$ cat src/rtl/keypad_pkg.sv
// Shared constants, state encoding and helpers for the 4x4 keypad scanner.
// Key index layout: 4*row + col; 0..9 are digits, 10..15 function keys.
package keypad_pkg;

    localparam logic [4:0] KEY_NONE      = 5'h10;
    localparam int unsigned KEY_FUNC_BASE = 10;
    localparam logic [3:0] COL_IDLE      = 4'b1110;

    typedef enum logic [1:0] {
        SCAN,
        PRESS_DEB,
        HELD,
        REL_DEB
    } kp_state_e;

    // Key index from row/column bit positions.
    function automatic logic [4:0] key_index(
        input logic [1:0] row,
        input logic [1:0] col
    );
        return {1'b0, row, col};
    endfunction

    // Next column in scan order: 1110->1101->1011->0111->1110.
    function automatic logic [3:0] col_rotl(input logic [3:0] col);
        return {col[2:0], col[3]};
    endfunction

endpackage

$ cat src/rtl/scan_tick_gen.sv
// Free-running divider: one-clock tick strobe every DIV clocks.
// The strobe is high while the counter sits at its last value.
module scan_tick_gen #(
    parameter int unsigned DIV = 50000
) (
    input  logic clk,
    input  logic rst_n,
    output logic o_tick
);

    localparam int unsigned W = (DIV > 2) ? $clog2(DIV) : 1;
    localparam logic [W-1:0] LAST = W'(DIV - 1);

    logic [W-1:0] r_cnt;
    logic         w_wrap;

    assign w_wrap = (r_cnt == LAST);
    assign o_tick = w_wrap;

    // Count 0..DIV-1 and wrap.
    always_ff @(posedge clk or negedge rst_n) begin
        if (!rst_n) begin
            r_cnt <= '0;
        end else if (w_wrap) begin
            r_cnt <= '0;
        end else begin
            r_cnt <= r_cnt + W'(1);
        end
    end

endmodule

$ cat src/rtl/keypad_scan.sv
// 4x4 keypad scanner with press/release debounce.
// Emits keycode plus a fixed-width key_ready pulse per accepted press.
module keypad_scan
    import keypad_pkg::*;
#(
    parameter int unsigned SCAN_DIV       = 50000,
    parameter int unsigned DEBOUNCE_TICKS = 20,
    parameter int unsigned READY_CYCLES   = 4
) (
    input  logic       clk,
    input  logic       rst_n,
    input  logic [3:0] row_in,
    output logic [3:0] col_out,
    output logic [4:0] keycode,
    output logic       key_ready,
    output logic       key_down
);

    localparam int unsigned DW = (DEBOUNCE_TICKS > 1) ? $clog2(DEBOUNCE_TICKS + 1) : 1;
    localparam int unsigned RW = (READY_CYCLES > 1) ? $clog2(READY_CYCLES + 1) : 1;
    localparam logic [DW-1:0] DEB_LAST = DW'(DEBOUNCE_TICKS - 1);
    localparam logic [RW-1:0] RDY_LOAD = RW'(READY_CYCLES);

    logic [3:0]    r_row_s1;
    logic [3:0]    r_row_s2;
    kp_state_e     r_state;
    logic [3:0]    r_col;
    logic [4:0]    r_cand;
    logic [DW-1:0] r_deb_cnt;
    logic [RW-1:0] r_rdy_cnt;
    logic          r_ready;
    logic [4:0]    r_code;
    logic          r_down;

    kp_state_e     w_state_nxt;
    logic [3:0]    w_col_nxt;
    logic [4:0]    w_cand_nxt;
    logic [DW-1:0] w_deb_nxt;
    logic [RW-1:0] w_rdy_nxt;
    logic          w_ready_nxt;
    logic [4:0]    w_code_nxt;
    logic          w_down_nxt;

    logic          w_tick;
    logic          w_rows_idle;
    logic [1:0]    w_row_idx;
    logic [1:0]    w_col_idx;
    logic [4:0]    w_key;
    logic          w_same_key;

    scan_tick_gen #(
        .DIV (SCAN_DIV)
    ) u_tick (
        .clk    (clk),
        .rst_n  (rst_n),
        .o_tick (w_tick)
    );

    // Two-flop synchronizer for the asynchronous row inputs.
    always_ff @(posedge clk or negedge rst_n) begin
        if (!rst_n) begin
            r_row_s1 <= 4'hF;
            r_row_s2 <= 4'hF;
        end else begin
            r_row_s1 <= row_in;
            r_row_s2 <= r_row_s1;
        end
    end

    assign w_rows_idle = &r_row_s2;

    // Lowest active-low row wins when several rows are pulled down.
    always_comb begin
        w_row_idx = 2'd3;
        if (!r_row_s2[0]) begin
            w_row_idx = 2'd0;
        end else if (!r_row_s2[1]) begin
            w_row_idx = 2'd1;
        end else if (!r_row_s2[2]) begin
            w_row_idx = 2'd2;
        end
    end

    // Position of the single driven (low) column.
    always_comb begin
        w_col_idx = 2'd0;
        unique case (r_col)
            4'b1110: w_col_idx = 2'd0;
            4'b1101: w_col_idx = 2'd1;
            4'b1011: w_col_idx = 2'd2;
            4'b0111: w_col_idx = 2'd3;
            default: w_col_idx = 2'd0;
        endcase
    end

    assign w_key      = key_index(w_row_idx, w_col_idx);
    assign w_same_key = !w_rows_idle && (w_key == r_cand);

    // State and datapath registers.
    always_ff @(posedge clk or negedge rst_n) begin
        if (!rst_n) begin
            r_state   <= SCAN;
            r_col     <= COL_IDLE;
            r_cand    <= KEY_NONE;
            r_deb_cnt <= '0;
            r_rdy_cnt <= '0;
            r_ready   <= 1'b0;
            r_code    <= KEY_NONE;
            r_down    <= 1'b0;
        end else begin
            r_state   <= w_state_nxt;
            r_col     <= w_col_nxt;
            r_cand    <= w_cand_nxt;
            r_deb_cnt <= w_deb_nxt;
            r_rdy_cnt <= w_rdy_nxt;
            r_ready   <= w_ready_nxt;
            r_code    <= w_code_nxt;
            r_down    <= w_down_nxt;
        end
    end

    // Next-state logic: ready pulse timer every clk, FSM on ticks only.
    always_comb begin
        w_state_nxt = r_state;
        w_col_nxt   = r_col;
        w_cand_nxt  = r_cand;
        w_deb_nxt   = r_deb_cnt;
        w_rdy_nxt   = r_rdy_cnt;
        w_ready_nxt = r_ready;
        w_code_nxt  = r_code;
        w_down_nxt  = r_down;

        if (r_rdy_cnt != '0) begin
            w_rdy_nxt   = r_rdy_cnt - RW'(1);
            w_ready_nxt = (r_rdy_cnt != RW'(1));
        end

        if (w_tick) begin
            unique case (r_state)
                SCAN: begin
                    if (w_rows_idle) begin
                        w_col_nxt = col_rotl(r_col);
                    end else begin
                        w_cand_nxt  = w_key;
                        w_deb_nxt   = DW'(1);
                        w_state_nxt = PRESS_DEB;
                    end
                end
                PRESS_DEB: begin
                    if (!w_same_key) begin
                        w_state_nxt = SCAN;
                    end else if (r_deb_cnt >= DEB_LAST) begin
                        w_deb_nxt   = '0;
                        w_code_nxt  = r_cand;
                        w_ready_nxt = 1'b1;
                        w_rdy_nxt   = RDY_LOAD;
                        w_down_nxt  = 1'b1;
                        w_state_nxt = HELD;
                    end else begin
                        w_deb_nxt = r_deb_cnt + DW'(1);
                    end
                end
                HELD: begin
                    if (w_rows_idle) begin
                        w_deb_nxt   = DW'(1);
                        w_state_nxt = REL_DEB;
                    end
                end
                REL_DEB: begin
                    if (!w_rows_idle) begin
                        w_state_nxt = HELD;
                    end else if (r_deb_cnt >= DEB_LAST) begin
                        w_deb_nxt   = '0;
                        w_down_nxt  = 1'b0;
                        w_col_nxt   = col_rotl(r_col);
                        w_state_nxt = SCAN;
                    end else begin
                        w_deb_nxt = r_deb_cnt + DW'(1);
                    end
                end
                default: begin
                    w_state_nxt = SCAN;
                end
            endcase
        end
    end

    assign col_out   = r_col;
    assign keycode   = r_code;
    assign key_ready = r_ready;
    assign key_down  = r_down;

endmodule

$ cat config.mk
export PLATFORM = sky130hd
export DESIGN_NAME = keypad_scan
export DESIGN_NICKNAME = d
export VERILOG_FILES = /design/src/rtl/keypad_pkg.sv /design/src/rtl/scan_tick_gen.sv /design/src/rtl/keypad_scan.sv
export SDC_FILE = /design/constraint.sdc
export NUM_CORES = 1
export LEC_CHECK = 0
export ABC_AREA = 1
export ABC_CLOCK_PERIOD_IN_PS = 1900
export BUFFER_PORTS_ARGS = -buffer_cell sky130_fd_sc_hd__buf_2
export CAP_MARGIN = 10
export CORE_MARGIN = 3
export CORE_UTILIZATION = 54
export DETAILED_ROUTE_END_ITERATION = 10
export PLACE_DENSITY = 0.85
export SYNTH_ARGS = -nofsm -noshare
export SYNTH_HDL_FRONTEND = slang
export SYNTH_HIERARCHICAL = 1
export SYNTH_SLANG_ARGS = --single-unit
export TNS_END_PERCENT = 100
$ cat constraint.sdc
create_clock -name clk -period 1.9 [get_ports clk]
set_input_delay 0 -clock clk [delete_from_list [all_inputs] [get_ports clk]]
set_output_delay 0 -clock clk [all_outputs]
set_load 0.03 [all_outputs]
## Yosys cells after proc, flatten, opt, wreduce, memory -nomap -nowiden

Index checks and enable logic that the tools add are counted.

| storage, ports and cells | value |
|---|---|
| register bits after elaboration | 50 |
| input port bits | 6 |
| output and inout bits | 11 |
| word-level logic and storage cells | 84 |

| operators by class | value |
|---|---|
| add/subtract/negate cells | 3 |
| magnitude comparators | 1 |
| eq/ne operators | 18 |
| multiplexer cells | 37 |
| bitwise gates (word level) | 1 |
| reductions and logical operators | 13 |

Operators with widths:

| kind | count |
|---|---|
| $mux W5 | 5 |
| $pmux W5 S4 | 1 |
| $add A16 B1 Y16 const B | 1 |
| $eq A16 B16 Y1 const B | 1 |
| $mux W16 | 1 |
| $mux W2 | 8 |
| $mux W3 | 5 |
| $reduce_and A5 Y1 | 3 |
| $ne A2 B2 Y1 const B | 7 |
| $mux W4 | 3 |
| $mux W1 | 10 |
| $eq A4 B4 Y1 const B | 2 |
| $pmux W2 S4 | 1 |
| $pmux W4 S2 | 1 |
| $reduce_and A4 Y1 | 2 |
| $ne A3 B3 Y1 const B | 2 |
| $pmux W2 S3 | 1 |
| $reduce_and A6 Y1 | 1 |
| $add A5 B1 Y5 const B | 1 |
| $eq A4 B5 Y1 | 1 |
| $ge A5 B5 Y1 const B | 1 |
| $eq A2 B2 Y1 const B | 2 |
| $eq A4 B3 Y1 const B | 1 |
| $reduce_bool A2 Y1 | 2 |
| 10 further kinds | 10 |

## Logic depth before layout (Yosys ltp)

Gate-level depths: netlist of the first run.

| logic depth | value |
|---|---|
| word-level depth | 8 |
| gate-level depth with buffers | 12 |
| mapped depth without buffers | 12 |

## By module

Netlist of the first run, hierarchy kept.

Modules (own cells, without submodules):

| module | instances | cells an instance | area each (um2) | seq. area each (um2) |
|---|---|---|---|---|
| keypad_scan | 1 | 201 | 1704.1 | 867.1 |
| scan_tick_gen | 1 | 121 | 888.4 | 400.4 |

## Least setup slack after synthesis of the first run

No wires, ideal clock.

| path | value |
|---|---|
| kind | reg2reg |
| start | register u_tick.r_cnt[0] |
| end | register r_code[3] (netlist: keycode[3]) |
| data arrival time | 1795 ps |
| required time | 1781 ps |
| setup slack | -14 ps |
| stages on the path, launching flop included | 12 |
| path buffers | 1 |
| clock period less this slack | 1914 ps |
| cells stage by stage | dfrtp_1 ha_1 nand3_2 nor2_1 nand2_2 inv_2 inv_1 nor3_1 nand3_2 buf_6 nand2_1 o21ai_2 |

| on the way | value |
|---|---|
| word-level cells in the longest chain between the ends | 2 |

RTL lines:

| item | RTL line | RTL |
|---|---|---|
| start: declaration | scan_tick_gen.sv:14 | `logic [W-1:0] r_cnt;` |
| start signal: assignment | scan_tick_gen.sv:27 | `r_cnt <= r_cnt + W'(1);` |
| $eq A16 B16 Y1 | scan_tick_gen.sv:17 | `assign w_wrap = (r_cnt == LAST);` |
| net w_tick | keypad_scan.sv:44 | `logic w_tick;` |
| $reduce_and A4 Y1 (no source line) | -- |  |
| end signal: assignment | keypad_scan.sv:117 | `r_code <= w_code_nxt;` |
| end: declaration | keypad_scan.sv:32 | `logic [4:0] r_code;` |

The timed path passes the listed nets, and every way through them passes these cells.
A chain may end at the register's enable or synchronous reset.

## Worst setup path after layout of the first run

| path | value |
|---|---|
| start | register u_tick.r_cnt[1] |
| end | register r_code[0] (netlist: keycode[0]) |

Same word-level chain as after synthesis.

==> impl_metrics.ini, run 1 <==
[outcome]
status = finished clean

[grt]
grt_max_degree = 28
antenna_found_initial = 0
groute.usage.overall = 0.187
grt_first_pass_wirelength_um = 8110
grt_pass1_vias = 1853
overflow = 0

[yosys]
netlist_area_mm2 = 0.00259
synth_largest_area_cell = dfrtp_1
syn_avg_cell_area_um2 = 8.05
synth_area_leaders = dfrtp_1, nand2_1, dfstp_2, inv_1, nor2_1
synth_compound_area_frac = 0.0666
synthXorXnorAreaFrac = 0.0270
ys_ff_latch = 50
synth_fa_ha_area_frac = 0.0290
yosysTopAreaCellShare = 0.357
synth_cell_types = 30
yosys_warnings = 6
synth_top_family_by_area = simple AND/OR/NAND/NOR gates
seq_area_frac_synth = 0.489
syn_inst = 322
synth_nets = 334
synthMuxAreaShare = 0
yosys.area_share.simple = 0.304

[clock_tree]
clk_latency_ns = 0.31
htree_levels = 2
clk_pin_slew_ns = 0.10
cts_tree = yes
clock_sinks = 50
root_buffer = clkbuf_8
max-clock-path-buffers = 2
cts_made_buffers = 5

[timing]
tns_ns = 0
fin_worst_skew_ns = 0.0119
post-route-period-util = 0.944
worst_slew_pin_slew_ns = 0.551
whs_ns = 0.201
maxSlewHeadroom = 0.633
setup_viol = 0
min_period_ns = 1.79
report.final.hold_viol_count = 0
final_max_slew_viol_count = 0
clock.fmax_mhz = 557

[finish]
nets = 372
diodes = 0
instances_no_fill = 413
multiInputGateArea_mm2 = 0.00120
drive_gt1_frac = 0.235
area_growth_pct = 17.6
fin_util = 0.677
ff_latch_area_mm2 = 0.00127
fillCellCount = 326

[die]
core_mm2 = 0.00450
io_pins = 17
dieArea_mm2 = 0.00567
fp.dieW_um = 75.3
fp.dieH_um = 75.3
start_util = 0.576
rows = 24

[critical_path]
ff2ff_path_depth = 10
critical_path_required_ns = 2.11
rr_startpoint = u_tick/r_cnt[1]
worst-setup-path-type = reg -> reg
critPathSlowestCell = dfrtp_1
r2r_setup_slack_ns = 0.11
end_kind = flip-flop
worstPathCellList = ha_2 -> nand3_2 -> nor2_2 -> nand2_2 -> inv_4 -> inv_2 -> nor3_4 -> nand3_4 -> nand2_1 -> o21ai_2
cp_max_fo = 7
crit_arrival_ns = 2.01
reg2reg_to = keycode[0]
worst_setup_path_start_kind = flip-flop
slowest_delay_ns = 0.39

[place]
hpwl_um = 3440
dp.cells = 394
gp_congestion = 0.958
portBuffers = 16

[drt]
wire_per_inst_um = 12.7
via_count = 2180
drtIter0Drc = 188
totalWireLength_um = 5260
drtAntennaViolNets = 0
drt-pass1-iter-count = 5
vias_per_cell = 5.28
remaining_drc_errors = 0

[power_and_ir_drop]
irDropWorstVdd_v = 0.000428
switching_share = 0.232
finalPower_mw = 1.77
p_leak_nw = 1.57
power_frac_comb = 0.034
p_per_area_mw_per_mm2 = 581
p_sw_mw = 0.411
p_int_mw = 1.36
seq_power_share = 0.613
power_frac_clock = 0.354

[run]
maxCapViolations = 0

[hold_path]
hold_class = in -> async
[layer usage]
layer	global-route usage	up-vias	wire length, µm
met2	0.324	70	2670
met4	0.0680	0	125
li1	-	1082	-
met1	0.230	1014	2240
met3	0.0396	14	226
met5	0	-	0
[power groups by stage]
| stage | Combinational (mW) | Sequential, mW | Clock (mW) |
|---|---|---|---|
| global placement | 0.0489 | 1.10 | 0 |
| global route | 0.0676 | 1.09 | 0.681 |
| finish | 0.0594 | 1.08 | 0.626 |
| detailed placement | 0.0499 | 1.10 | 0 |
| floorplan | 0.0163 | 1.10 | 0 |
| CTS | 0.0590 | 1.08 | 0.642 |
[registers in the layout, indices dropped and copies added, names as in the netlist, 2 cells and up]
signal and flops:
u_tick/r_cnt 16, keycode 5, r_cand 5, r_deb_cnt 5, col_out 4, r_row_s1 4
r_row_s2 4, r_rdy_cnt 3, r_state 2
[per-stage QoR]
step / instance area (µm²) / worst slack, ns
2_1_floorplan: 2600 / 0.0803
3_3_place_gp: 2780 / 0.00544
3_5_place_dp: 2780 / -0.0655
4_1_cts: 2940 / 0.000949
5_1_grt: 3050 / -0.0129
6_report: 3050 / 0.106
[timing repair]
item,4_1_cts,5_1_grt
endpoints found under the hold margin,20,0
pin swaps,0,3
buffers inserted,0,5
cloned,0,1
hold buffers,5,0
setup endpoints to repair,9,21
resized for setup,3,15
[cells in the mapped netlist]
library cell and instances:
nand3_1 15, a21oi_1 6, a31oi_1 1, dfrtp_1 37
clkbuf_2 1, nor3_1 4, o21ai_1 3, a21oi_4 1
a21boi_2 1, xnor2_1 2, nor3_4 1, nand2_1 92
nor4_1 1, inv_2 3, nor2_1 37, nor2_8 1
nor2_2 4, nand3b_1 1, buf_6 1, dfstp_2 13
nand4_1 9, o21ai_2 5, nand2_2 4, inv_1 51
ha_1 6, o21ai_0 10, xor2_1 6, or2_1 1
nand3_2 4, and2_1 1
[worst max-delay path, delay by kind of cell, from the launching register on]
kind	cells	cell delay [ns]
compound gates	1	0.05
flops	1	0.39
buf+inv	2	0.16
simple gates	6	0.87
fa+ha+maj	1	0.22
[placed cells by master, fill, tap and decap left out, types with 6 or more instances in the layout]
cell     synthesis  routed
nor2_2           4       7
inv_1           51      49
nand2_2          4       6
dfstp_2         13      13
a21oi_1          6       6
nand2_1         92      90
nor2_1          37      34
buf_2            0      16
xor2_1           6       6
o21ai_0         10      10
buf_4            0      10
dfrtp_1         37      37
nand4_1          9       9
nand3_1         15      15
[worst max path at each step]
stage | startpoint | endpoint | cells after the start
2_1_floorplan | u_tick/r_cnt[0] | keycode[3] | 11
3_3_place_gp | u_tick/r_cnt[0] | col_out[0] | 10
3_5_place_dp | u_tick/r_cnt[0] | keycode[0] | 10
4_1_cts | u_tick/r_cnt[0] | keycode[0] | 10
5_1_grt | u_tick/r_cnt[0] | keycode[0] | 10
6_report | u_tick/r_cnt[1] | keycode[0] | 10
[layout make-up]
type                    instances  share of cell area
well taps                      52              0.0213
clock inverters                 3             0.00698
repair buffers                 32              0.0739
clock buffers                   5              0.0226
inverters                      54              0.0673
flip-flops and latches         50               0.416
multi-input cells             217               0.392
[kinds of logic (layout without fill, tap and decap cells)]
logic type / count (synthesis) / after routing
flip-flops: 50 / 50
AO/OA/AOI/OAI: 27 / 27
buffers and inverters: 56 / 94
XOR/XNOR: 8 / 8
AND/OR/NAND/NOR: 175 / 176
adder cells (fa/ha/maj): 6 / 6
Power figures use the tool's default switching activity.
==> inputs of run 2 (changes only) <==
Settings changed: GPL_TIMING_DRIVEN set to 0.
==> run 2 against run 1 <==
Net effect: clock-buffer cell count is the same; worst hold slack better by 0.12 ns; die area is the same; first-iteration DRC count decreased by 2.7%; non-clock buffer count increased by 7; sequential power about the same.
==> impl_metrics.ini, run 2 (same netlist as run 1, synthesis figures left out) <==
[clock_tree]
max-clock-path-buffers = 2
cts_made_buffers = 5
root_buffer = clkbuf_8
cts_tree = yes
clk_pin_slew_ns = 0.09
htree_levels = 2
clk_latency_ns = 0.31
clock_sinks = 50

[critical_path]
slowest_delay_ns = 0.43
critPathSlowestCell = dfrtp_1
crit_arrival_ns = 2.07
worst_setup_path_start_kind = flip-flop
cp_max_fo = 4
end_kind = flip-flop
worstPathCellList = nor2_2 -> nand3_2 -> nor2_4 -> nand2_4 -> clkinv_4 -> clkinvlp_4 -> nor3_4 -> buf_4 -> nand4_1 -> inv_1 -> a21oi_1
worst-setup-path-type = reg -> reg
critical_path_required_ns = 2.09

[die]
fp.dieH_um = 75.3
start_util = 0.576
core_mm2 = 0.00450
dieArea_mm2 = 0.00567
rows = 24
io_pins = 17
fp.dieW_um = 75.3

[place]
pre_cts_slack_ns = -0.205
hpwl_um = 3340
portBuffers = 16
gp_congestion = 0.932

[timing]
setup_viol = 0
report.final.hold_viol_count = 0
final_max_slew_viol_count = 0
setup_ws_ns = 0.0247
maxSlewHeadroom = 0.286
clock.fmax_mhz = 533
grt_setup_unrepaired = true
min_period_ns = 1.88
fin_worst_skew_ns = 0.00980
post-route-period-util = 0.987
worst_slew_pin_slew_ns = 1.07

[power_and_ir_drop]
power_frac_clock = 0.357
power_frac_comb = 0.030
p_leak_nw = 1.62
seq_power_share = 0.613
irDropWorstVdd_v = 0.000468
p_int_mw = 1.35
p_per_area_mw_per_mm2 = 567
switching_share = 0.235
p_sw_mw = 0.416

[finish]
area_growth_pct = 20.4
largest_register_ffs = 16
diodes = 0
final_common_cell = nand2_1
nets = 378
final_cell_mix = nand2_1, inv_1, dfrtp_1
regMostFlops = u_tick/r_cnt
drive_gt1_frac = 0.270
fin_util = 0.693

[drt]
via_count = 2255
drt-pass1-iter-count = 4
vias_per_cell = 5.38
remaining_drc_errors = 0
totalWireLength_um = 5810
drtAntennaViolNets = 0
drtIter0Drc = 183
wire_per_inst_um = 13.9

[grt]
overflow = 0
groute.usage.overall = 0.200
grt_first_pass_wirelength_um = 8790
antenna_found_initial = 0
grt_max_degree = 51
grt_pass1_vias = 2021

[run]
maxCapViolations = 0

[hold_path]
hold_class = in -> reg

[outcome]
status = finished clean
## run 2: cell types whose count changed in the layout (fill, tap and decap cells not counted), moves of 2 or more
cell,change
buf_4,+5
nor2_2,-2
nor2_4,+2
nand2_1,-6
nand2_2,+5
buf_6,+2
## run 2: worst max-delay path: cells and delay by family (launching register included)
kind	cells	cell delay, ns
flip-flops	1	0.43
AND/OR/NAND/NOR	6	0.81
buffers and inverters	4	0.46
AO/OA/AOI/OAI	1	0.05
## run 2: through the flow
stage	TNS [ns]	total power, mW	hold WS [ns]	area [µm²]	std cells
floorplan	0	1.12	-0.296	2600	322
global placement	-1.77	1.15	0.106	2740	390
detailed placement	-2.37	1.15	0.106	2740	390
CTS	0	1.78	0.312	2940	406
global route	-0.638	1.85	0.322	3120	419
finish	0	1.77	0.320	3120	419
## run 2: timing repair
action	in CTS	in global routing
endpoints found under the hold margin	41	0
setup endpoints to repair	25	25
pin swaps	2	7
resized for setup	9	23
gates cloned	0	1
buffers inserted	3	12
hold buffers	5	0
## run 2: layer usage
layer / GRT usage / vias to the layer above / share of wire
met2: 0.347 / 90 / 0.51
li1: - / 1081 / -
met1: 0.243 / 1067 / 0.40
met4: 0.0699 / 0 / 0.025
met5: 0 / - / 0
met3: 0.0475 / 17 / 0.062
## run 2: final timing paths
path,from,end,slack (ns),cells past startpoint
worst max-delay path,u_tick/r_cnt[5],key_down,0.02,11
worst min-delay path,row_in[2],r_row_s1[2],0.32,2
worst max register to register,u_tick/r_cnt[5],key_down,0.02,11
worst min register to register,r_row_s1[2],r_row_s2[2],0.36,0
max in group asynchronous,rst_n,u_tick/r_cnt[0],0.81,2
min in group asynchronous,rst_n,r_state[0],0.42,2
## run 2: layout make-up
class,count,area [µm²]
buffer,2,16.3
clock inverter,3,21.3
timing repair buffer,37,254
multi-input combinational,216,1220
tap,52,65.1
inverter,54,211
fill,324,1380
sequential,50,1270
clock buffer,5,68.8
## run 2: power groups by stage
stage          combinational (mW)  sequential [mW]  clock [mW]
5_1_grt                    0.0603             1.09       0.699
6_report                   0.0525             1.09       0.633
2_1_floorplan              0.0163             1.10           0
4_1_cts                    0.0529             1.08       0.639
3_5_place_dp               0.0448             1.10           0
3_3_place_gp               0.0438             1.10           0
==> inputs of run 3 (changes only) <==
Settings changed: ABC_CLOCK_PERIOD_IN_PS 1900 to 1850, CORE_UTILIZATION 54 to 60.
Clock period 1.9 ns to 1.85 ns, I/O delays scaled along.
==> run 3 against run 2 <==
Net effect: the run now ends with negative setup slack left; clock skew down 0.0023 ns; non-clock buffer count increased by 2; wire length is 3.6% lower; combinational power rose by 1%; register-to-register slack lost 0.08 ns; first-iteration DRC count down 2.7%; via count shrank 0.98%; final cell count unchanged; critical path depth unchanged; design area up 0.88%; sequential power about the same; clock-buffer cell count stayed put; critical path type unchanged.
==> impl_metrics.ini, run 3 (same netlist as run 1, synthesis figures left out) <==
[clock_tree]
clk_pin_slew_ns = 0.09
cts_made_buffers = 5
max-clock-path-buffers = 2
clk_latency_ns = 0.31
cts_tree = yes
clock_sinks = 50
root_buffer = clkbuf_8
htree_levels = 2

[die]
io_pins = 17
core_mm2 = 0.00409
start_util = 0.634
rows = 23
dieArea_mm2 = 0.00515
fp.dieW_um = 71.7
fp.dieH_um = 71.7

[power_and_ir_drop]
p_sw_mw = 0.411
power_frac_comb = 0.027
p_leak_nw = 1.64
p_per_area_mw_per_mm2 = 615
irDropWorstVdd_v = 0.000551
switching_share = 0.213
seq_power_share = 0.576
p_int_mw = 1.52
power_frac_clock = 0.397
finalPower_mw = 1.94

[finish]
diodes = 0
drive_gt1_frac = 0.266
final_common_cell = nand2_1
final_cell_mix = nand2_1, inv_1, dfrtp_1
nets = 380
fin_util = 0.770
area_growth_pct = 21.4
regMostFlops = u_tick/r_cnt
largest_register_ffs = 16

[grt]
overflow = 0
grt_pass1_vias = 1988
antenna_found_initial = 0
groute.usage.overall = 0.203
grt_first_pass_wirelength_um = 8400
grt_max_degree = 51

[outcome]
violations = negative setup slack
status = finished, violations left

[drt]
vias_per_cell = 5.33
wire_per_inst_um = 13.4
via_count = 2233
drtAntennaViolNets = 0
totalWireLength_um = 5600
drtIter0Drc = 178
drt-pass1-iter-count = 4
remaining_drc_errors = 0

[hold_path]
holdPathStages = 2
min_to = r_row_s1[2]
holdCritStartpoint = row_in[2]
hold_class = in -> reg

[critical_path]
worst_setup_path_start_kind = flip-flop
reg2reg_to = keycode[0]
r2r_setup_slack_ns = -0.05
crit_arrival_ns = 2.11
critical_path_required_ns = 2.05
cp_max_fo = 3
end_kind = flip-flop
rr_startpoint = u_tick/r_cnt[4]
worst-setup-path-type = reg -> reg
ff2ff_path_depth = 11

[timing]
fin_worst_skew_ns = 0.00750
grt_setup_unrepaired = true
setup_viol = 6
worst_slew_pin_slew_ns = 1.08
final_max_slew_viol_count = 0
post-route-period-util = 1.03
min_period_ns = 1.90
tns_ns = -0.230
report.final.hold_viol_count = 0
whs_ns = 0.324
maxSlewHeadroom = 0.278
clock.fmax_mhz = 525
setup_ws_ns = -0.0534

[run]
maxCapViolations = 0

[place]
pre_cts_slack_ns = -0.292
gp_congestion = 0.836
hpwl_um = 3220
portBuffers = 16
-- run 3: cell count changes in the layout (fill, tap and decap cells not counted), sizes merged --
cell      before  now
clkinvlp       2    1
buf           33   35
bufinv         0    1
clkinv         3    2
inv           52   53
-- run 3: power by group through the flow --
stage / Clock [mW] / Sequential (mW) / Combinational [mW]
2_1_floorplan: 0 / 1.13 / 0.0168
3_3_place_gp: 0 / 1.13 / 0.0441
3_5_place_dp: 0 / 1.13 / 0.0456
4_1_cts: 0.768 / 1.11 / 0.0540
5_1_grt: 0.811 / 1.12 / 0.0609
6_report: 0.768 / 1.11 / 0.0531
-- run 3: how the worst max path moves through the flow --
| stage | end | start | slack (ns) |
|---|---|---|---|
| detailed placement | col_out[0] | u_tick/r_cnt[0] | -0.29 |
| global placement | col_out[0] | u_tick/r_cnt[0] | -0.25 |
| CTS | keycode[3] | u_tick/r_cnt[1] | 0.003 |
| global route | keycode[2] | u_tick/r_cnt[4] | -0.14 |
| floorplan | keycode[3] | u_tick/r_cnt[0] | 0.03 |
| finish | keycode[0] | u_tick/r_cnt[4] | -0.05 |
-- run 3: what timing repair did --
item                                   4_1_cts  5_1_grt
gates cloned                                 0        0
setup endpoints to repair                   25       25
endpoints found under the hold margin       41        0
resized for setup                            8       20
setup buffers                                7       11
hold buffers                                 5        0
pin swaps                                    4        6
-- run 3: layout make-up --
| type | instances | area, µm² |
|---|---|---|
| clock buffers | 5 | 68.8 |
| fillers | 258 | 938 |
| repair buffers | 39 | 265 |
| multi-input cells | 216 | 1220 |
| clock inverters | 3 | 40.0 |
| plain buffers | 2 | 16.3 |
| well taps | 50 | 62.6 |
| inverters | 54 | 209 |
| flip-flops and latches | 50 | 1270 |
-- run 3: metal layers --
layer	track usage	part of all wire	up-vias
li1	-	-	1093
met1	0.254	0.42	1047
met2	0.354	0.52	79
met3	0.0407	0.049	14
met4	0.0605	0.018	0
met5	0	0	-
-- run 3: worst max-delay path: stages, from the launching register on --
cell and delay (ns):
dfrtp_1 0.42, nor2_1 0.12, nand3_1 0.15, nor2_4 0.17
nand2_4 0.08, inv_4 0.08, clkinvlp_4 0.14, nor3_4 0.23
nand3_2 0.13, buf_4 0.16, nand2_1 0.07, o21ai_2 0.05
-- run 3: through the flow --
stage               area (µm²)  cells
floorplan                 2600    322
global placement          2740    388
detailed placement        2740    388
CTS                       2980    408
global route              3150    419
finish                    3150    419
